## src/rtl/pg_vector_generator_pkg.sv

```systemverilog
// Shared widths, payload types and the P/G encoder for pg_vector_generator.
// PG_LOWBIT_COMP_EN widens the S1 row slice by two bits to feed cin.
package fabm_pg_pkg;
   localparam int PG_LSB = 14;
   localparam int PG_MSB = 63;
   localparam int ROW_W  = 64;
   localparam int PG_W   = PG_MSB - PG_LSB + 1;

`ifdef PG_LOWBIT_COMP_EN
   localparam int S1_LSB = PG_LSB - 2;
`else
   localparam int S1_LSB = PG_LSB;
`endif
   localparam int S1_W = PG_MSB - S1_LSB + 1;

   typedef struct packed {
      logic [PG_W-1:0] prop;
      logic [PG_W-1:0] gen;
      logic            cin;
   } pg_payload_t;

   typedef struct packed {
      logic [S1_W-1:0] a;
      logic [S1_W-1:0] b;
   } pg_rows_t;

   // The low two slice bits (when present) are row bits 13 and 12.
   function automatic pg_payload_t pg_encode(input pg_rows_t r);
      pg_payload_t p;
      p.prop = r.a[S1_W-1 -: PG_W] ^ r.b[S1_W-1 -: PG_W];
      p.gen  = r.a[S1_W-1 -: PG_W] & r.b[S1_W-1 -: PG_W];
`ifdef PG_LOWBIT_COMP_EN
      p.cin  = (r.a[1] & r.b[1]) | ((r.a[1] ^ r.b[1]) & (r.a[0] & r.b[0]));
`else
      p.cin  = 1'b0;
`endif
      return p;
   endfunction
endpackage

```

## src/rtl/pg_pipe_stage.sv

```systemverilog
// Generic valid/ready register slice; accepts whenever empty or draining.
module pg_pipe_stage #(
   parameter int W = 8
) (
   input  logic         i_clk,
   input  logic         i_rst,
   input  logic         i_valid,
   output logic         o_ready,
   input  logic [W-1:0] i_data,
   output logic         o_valid,
   input  logic         i_ready,
   output logic [W-1:0] o_data
);
   logic         r_valid;
   logic [W-1:0] r_data;

   assign o_ready = ~r_valid | i_ready;
   assign o_valid = r_valid;
   assign o_data  = r_data;

   always_ff @(posedge i_clk or posedge i_rst) begin
      if (i_rst) begin
         r_valid <= 1'b0;
         r_data  <= '0;
      end else if (o_ready) begin
         r_valid <= i_valid;
         if (i_valid) r_data <= i_data;
      end
   end
endmodule

```

## src/rtl/pg_vector_generator.sv

```systemverilog
// Two-stage elastic pipeline turning sum/carry rows into prop/gen/cin.
// Build option PG_LOWBIT_COMP_EN enables cin from row bits 13:12.
module pg_vector_generator
   import fabm_pg_pkg::*;
(
   input  logic                    clk,
   input  logic                    rst,
   input  logic [ROW_W-1:0]        row_a,
   input  logic [ROW_W-1:0]        row_b,
   input  logic                    in_valid,
   output logic                    in_ready,
   output logic [PG_MSB:PG_LSB]    prop,
   output logic [PG_MSB:PG_LSB]    gen,
   output logic                    cin,
   output logic                    out_valid,
   input  logic                    out_ready,
   output logic [15:0]             xfer_cnt
);
   localparam int S1_DW = $bits(pg_rows_t);
   localparam int S2_DW = $bits(pg_payload_t);

   pg_rows_t    w_s1_in, w_s1_out;
   pg_payload_t w_s2_in, w_s2_out;
   logic        w_s1_valid, w_s2_ready;
   logic        w_unused_lo;
   logic [15:0] r_xfer_cnt;

   assign w_s1_in.a   = row_a[PG_MSB:S1_LSB];
   assign w_s1_in.b   = row_b[PG_MSB:S1_LSB];
   assign w_unused_lo = ^{row_a[S1_LSB-1:0], row_b[S1_LSB-1:0]};

   pg_pipe_stage #(.W(S1_DW)) u_s1 (
      .i_clk   (clk),
      .i_rst   (rst),
      .i_valid (in_valid),
      .o_ready (in_ready),
      .i_data  (w_s1_in),
      .o_valid (w_s1_valid),
      .i_ready (w_s2_ready),
      .o_data  (w_s1_out)
   );

   assign w_s2_in = pg_encode(w_s1_out);

   pg_pipe_stage #(.W(S2_DW)) u_s2 (
      .i_clk   (clk),
      .i_rst   (rst),
      .i_valid (w_s1_valid),
      .o_ready (w_s2_ready),
      .i_data  (w_s2_in),
      .o_valid (out_valid),
      .i_ready (out_ready),
      .o_data  (w_s2_out)
   );

   assign prop     = w_s2_out.prop;
   assign gen      = w_s2_out.gen;
   assign cin      = w_s2_out.cin;
   assign xfer_cnt = r_xfer_cnt;

   always_ff @(posedge clk or posedge rst) begin
      if (rst)                        r_xfer_cnt <= '0;
      else if (out_valid && out_ready) r_xfer_cnt <= r_xfer_cnt + 16'd1;
   end
endmodule

```

## config.mk

```make
export PLATFORM = sky130hd
export DESIGN_NAME = pg_vector_generator
export DESIGN_NICKNAME = d
export VERILOG_FILES = /design/src/rtl/pg_vector_generator_pkg.sv /design/src/rtl/pg_pipe_stage.sv /design/src/rtl/pg_vector_generator.sv
export SDC_FILE = /design/constraint.sdc
export NUM_CORES = 1
export LEC_CHECK = 0
export ABC_AREA = 1
export CORE_ASPECT_RATIO = 2
export CORE_MARGIN = 3
export CORE_UTILIZATION = 54
export CTS_BUF_LIST = sky130_fd_sc_hd__clkbuf_4 sky130_fd_sc_hd__clkbuf_8
export DETAILED_ROUTE_END_ITERATION = 8
export PLACE_DENSITY = 0.95
export SYNTH_ARGS = -nofsm -noshare
export SYNTH_HDL_FRONTEND = slang
export SYNTH_HIERARCHICAL = 1
export SYNTH_SLANG_ARGS = --single-unit
export TNS_END_PERCENT = 5
```

## constraint.sdc

```tcl
create_clock -name clk -period 11 [get_ports clk]
set_clock_uncertainty 0.15 [all_clocks]
set_input_delay 2.2 -clock clk [delete_from_list [all_inputs] [get_ports clk]]
set_output_delay 2.2 -clock clk [all_outputs]
set_load 0.005 [all_outputs]
```

==> summary.txt <==
Status
  – Status: complete, no violations

Setup path
  – Maximum fanout along the worst path: 50
  – Worst path required time: 8650 ps
  – Critical-path cell list: clkdlybuf4s50_1, inv_2, nand2_4, inv_1, nand2_4, clkdlybuf4s50_1
  – Crit path arrival time: 4110 ps
  – Reg2reg setup slack: 7250 ps
  – Worst Setup Start Kind: primary input
  – Crit-path max cell delay: 580 ps
  – Critical path class: in2out
  – Critical path's slowest cell: clkdlybuf4s50_1
  – CP Capture Type: output pin

Placed design
  – Routability cong.: 0.9082
  – Port Buffers: 222
  – DPL Wire Length: 17230 um

Floorplanning
  – Die H: 193.4 um
  – Row count: 67
  – Core ar.: between 15000 and 20000 sq um
  – Die X: 99.70 um
  – IO Pins: 251
  – Starting density of the core: 55.72%
  – Die area: 19280 sq um

CTS
  – H-tree levels: 1
  – Clock latency on the worst-skew pair: 550 ps
  – Root buffer cell: clkbuf_8
  – Post-cts sizing count: 0
  – CTS buffer count: 30
  – Clk slew on worst S/H paths: roughly 60 ps
  – Clk sink count: 219
  – Postcts setup bufs: 0
  – CTS tree: done
  – CTS Buffer Depth: 3
  – Post-cts hold buffer count: 0

Synth
  – Synthesized instance count: 1032
  – Net count after synthesis: between 1000 and 1500
  – Ys async rst share: 100.0%
  – Most common cell in the netlist: nand2_1
  – Mean Syn Cell Area: 9.188 sq um
  – Post-Syn Area: 9482 sq um
  – Synthesis-stage register bit count: 219
  – Top post-synthesis cells by area: dfrtp_1 58%, nand2_1 17%, nand3_1 11%, ha_1 6.7%, buf_2 2.4%
  – Yosys cell types: 19
  – Main synth FF type: dfrtp_1
  – Area leader, netlist: dfrtp_1
  – EDFF count, synth: 0
  – Post-synthesis sequential area ratio: 57.80%
  – Synth top area share: between 50% and 60%
  – Synth warn: 6
  – Synth top cells by count: 430 x nand2_1, 219 x dfrtp_1, 207 x nand3_1, 51 x ha_1, 46 x buf_2

Cells and area
  – Layout cells sized above 1: a little under 6%
  – Synth-to-layout area growth: 29.35%
  – Core Util, Final: between 70% and 80%
  – Final #Nets: 1409

Timing
  – Max Fclk: roughly 150 MHz
  – Final Slew Violations: 0
  – Hold Vio Cnt, Final: 0
  – RSZ-0062 raised after global routing: false
  – Worst Tran Pin Value: 1160 ps
  – Final min period: 6456 ps
  – Final setup viols: 0
  – Max_slew headroom: a little under a quarter
  – Final period utilization: roughly 60%
  – Setup TNS: 0 ps

Min path
  – Hold WC Path Type: reg2reg

Routing
  – Post-DR wirelength/cell: 18.20 um
  – Drt first pass iters: 5
  – DRC: 0
  – Drt initial violations: 499
  – Via density: 5.616
  – Total Wirelength: 26410 um
  – Routed Antenna Nets: 0
  – Vias: ~8100

Power and ir drop
  – Pwr/cell area: 195.1 nW/um^2
  – Peak VDD IR: 0.0001372 V
  – Tot Pwr: 2393 uW
  – LEAKAGE: 0.006351 uW

GRT
  – Vias in the first global route: approximately 8400
  – Total congestion overflow: 0
  – Initial antenna violation count: 1
  – Largest net degree at the start of global routing: 103
  – First-pass GRT wire length: 42480 um
  – Gr usage total: a little over a quarter

Flow run
  – Max-cap viol count: 0
final timing paths:
path,startpoint,to,cells past startpoint
max in group asynchronous,rst,u_s1/o_valid,3
setup / recovery,out_ready,in_ready,6
hold / removal,u_s2/o_data[11],u_s2/o_data[11],2
min in group asynchronous,rst,u_s1/o_data[97],2
setup reg to reg,u_s2/o_valid,u_s1/o_data[15],7
hold reg to reg,u_s2/o_data[11],u_s2/o_data[11],2
per-layer routing:
metal | wire length [um] | global-route usage, % | share of wire (%) | vias up
li1 | - | - | - | 3706
met3 | 1692 | 4.001 | 6.4 | 125
met4 | 2193 | 19.71 | 8.3 | 0
met2 | 13670 | 46.00 | 52 | 428
met1 | 8847 | 31.03 | 33 | 3890
met5 | 0 | 0 | 0 | -
registers in the layout (all words and copies together) (netlist names):
name / flops
u_s1/o_data: 100
u_s2/o_valid: 1
u_s1/o_valid: 1
xfer_cnt: 16
u_s2/o_data: 101
stage by stage:
stage          area, sq um  hold slack, ps  setup WS (ps)  cells
6_report             12260           318.3           4544   1451
5_1_grt              12260           334.5           4477   1451
4_1_cts              12260           323.1           4550   1450
3_3_place_gp         11670           303.7           4587   1401
3_5_place_dp         11670           307.0           4557   1401
2_1_floorplan         9482           295.9           5876   1032
worst max-delay path: cells and delay by family:
kind | cells | cell delay, ps
buffers and inverters | 4 | 1380
and+or+nand+nor | 2 | 530
kinds of logic (layout without fill, tap and decap cells):
family | after synthesis | count (layout) | share of synthesized area, %
and+or+nand+nor | 664 | 664 | 29.68
DFF | 219 | 219 | 57.80
buffers and inverters | 85 | 296 | 4.645
adders and majority gates | 51 | 51 | 6.730
xor gates and xnor gates | 12 | 12 | 1.108
other | 1 | 2 | 0.03955
power by group:
group	internal [uW]	total [uW]	switching [uW]	leakage, uW
Sequential	981	1110	126	0.00274
Clock	342	625	283	0.000320
Combinational	348	661	313	0.00329
Total	1670	2390	722	0.00635
cell type report:
type | count | area (sq um)
Antenna cell | 1 | 2.502
Clock buffer | 47 | 559.3
Clock inverter | 2 | 35.03
Fill cell | 1129 | 4753
Inverter | 19 | 76.32
Multi-Input combinational cell | 728 | 3583
Sequential cell | 219 | 5484
Tap cell | 207 | 259.0
Timing Repair Buffer | 228 | 2265
cell usage in the layout (no fill, tap or decap):
| master | n |
|---|---|
| clkbuf_8 | 33 |
| dfrtp_1 | 218 |
| conb_1 | 1 |
| inv_2 | 1 |
| clkdlybuf4s50_1 | 221 |
| ha_1 | 51 |
| xnor2_1 | 7 |
| buf_4 | 7 |
| nor2_2 | 2 |
| inv_4 | 2 |
| nand3_1 | 207 |
| clkbuf_4 | 14 |
| nand2_4 | 4 |
| dfrtp_4 | 1 |
| inv_1 | 16 |
| nand2_1 | 429 |
| clkinv_2 | 1 |
| nand4_1 | 6 |
| nor2_4 | 3 |
| diode_2 | 1 |
| bufinv_16 | 1 |
| nand2_2 | 5 |
| xor2_1 | 5 |
| nor2_1 | 8 |
Power figures use the tool's default switching activity.
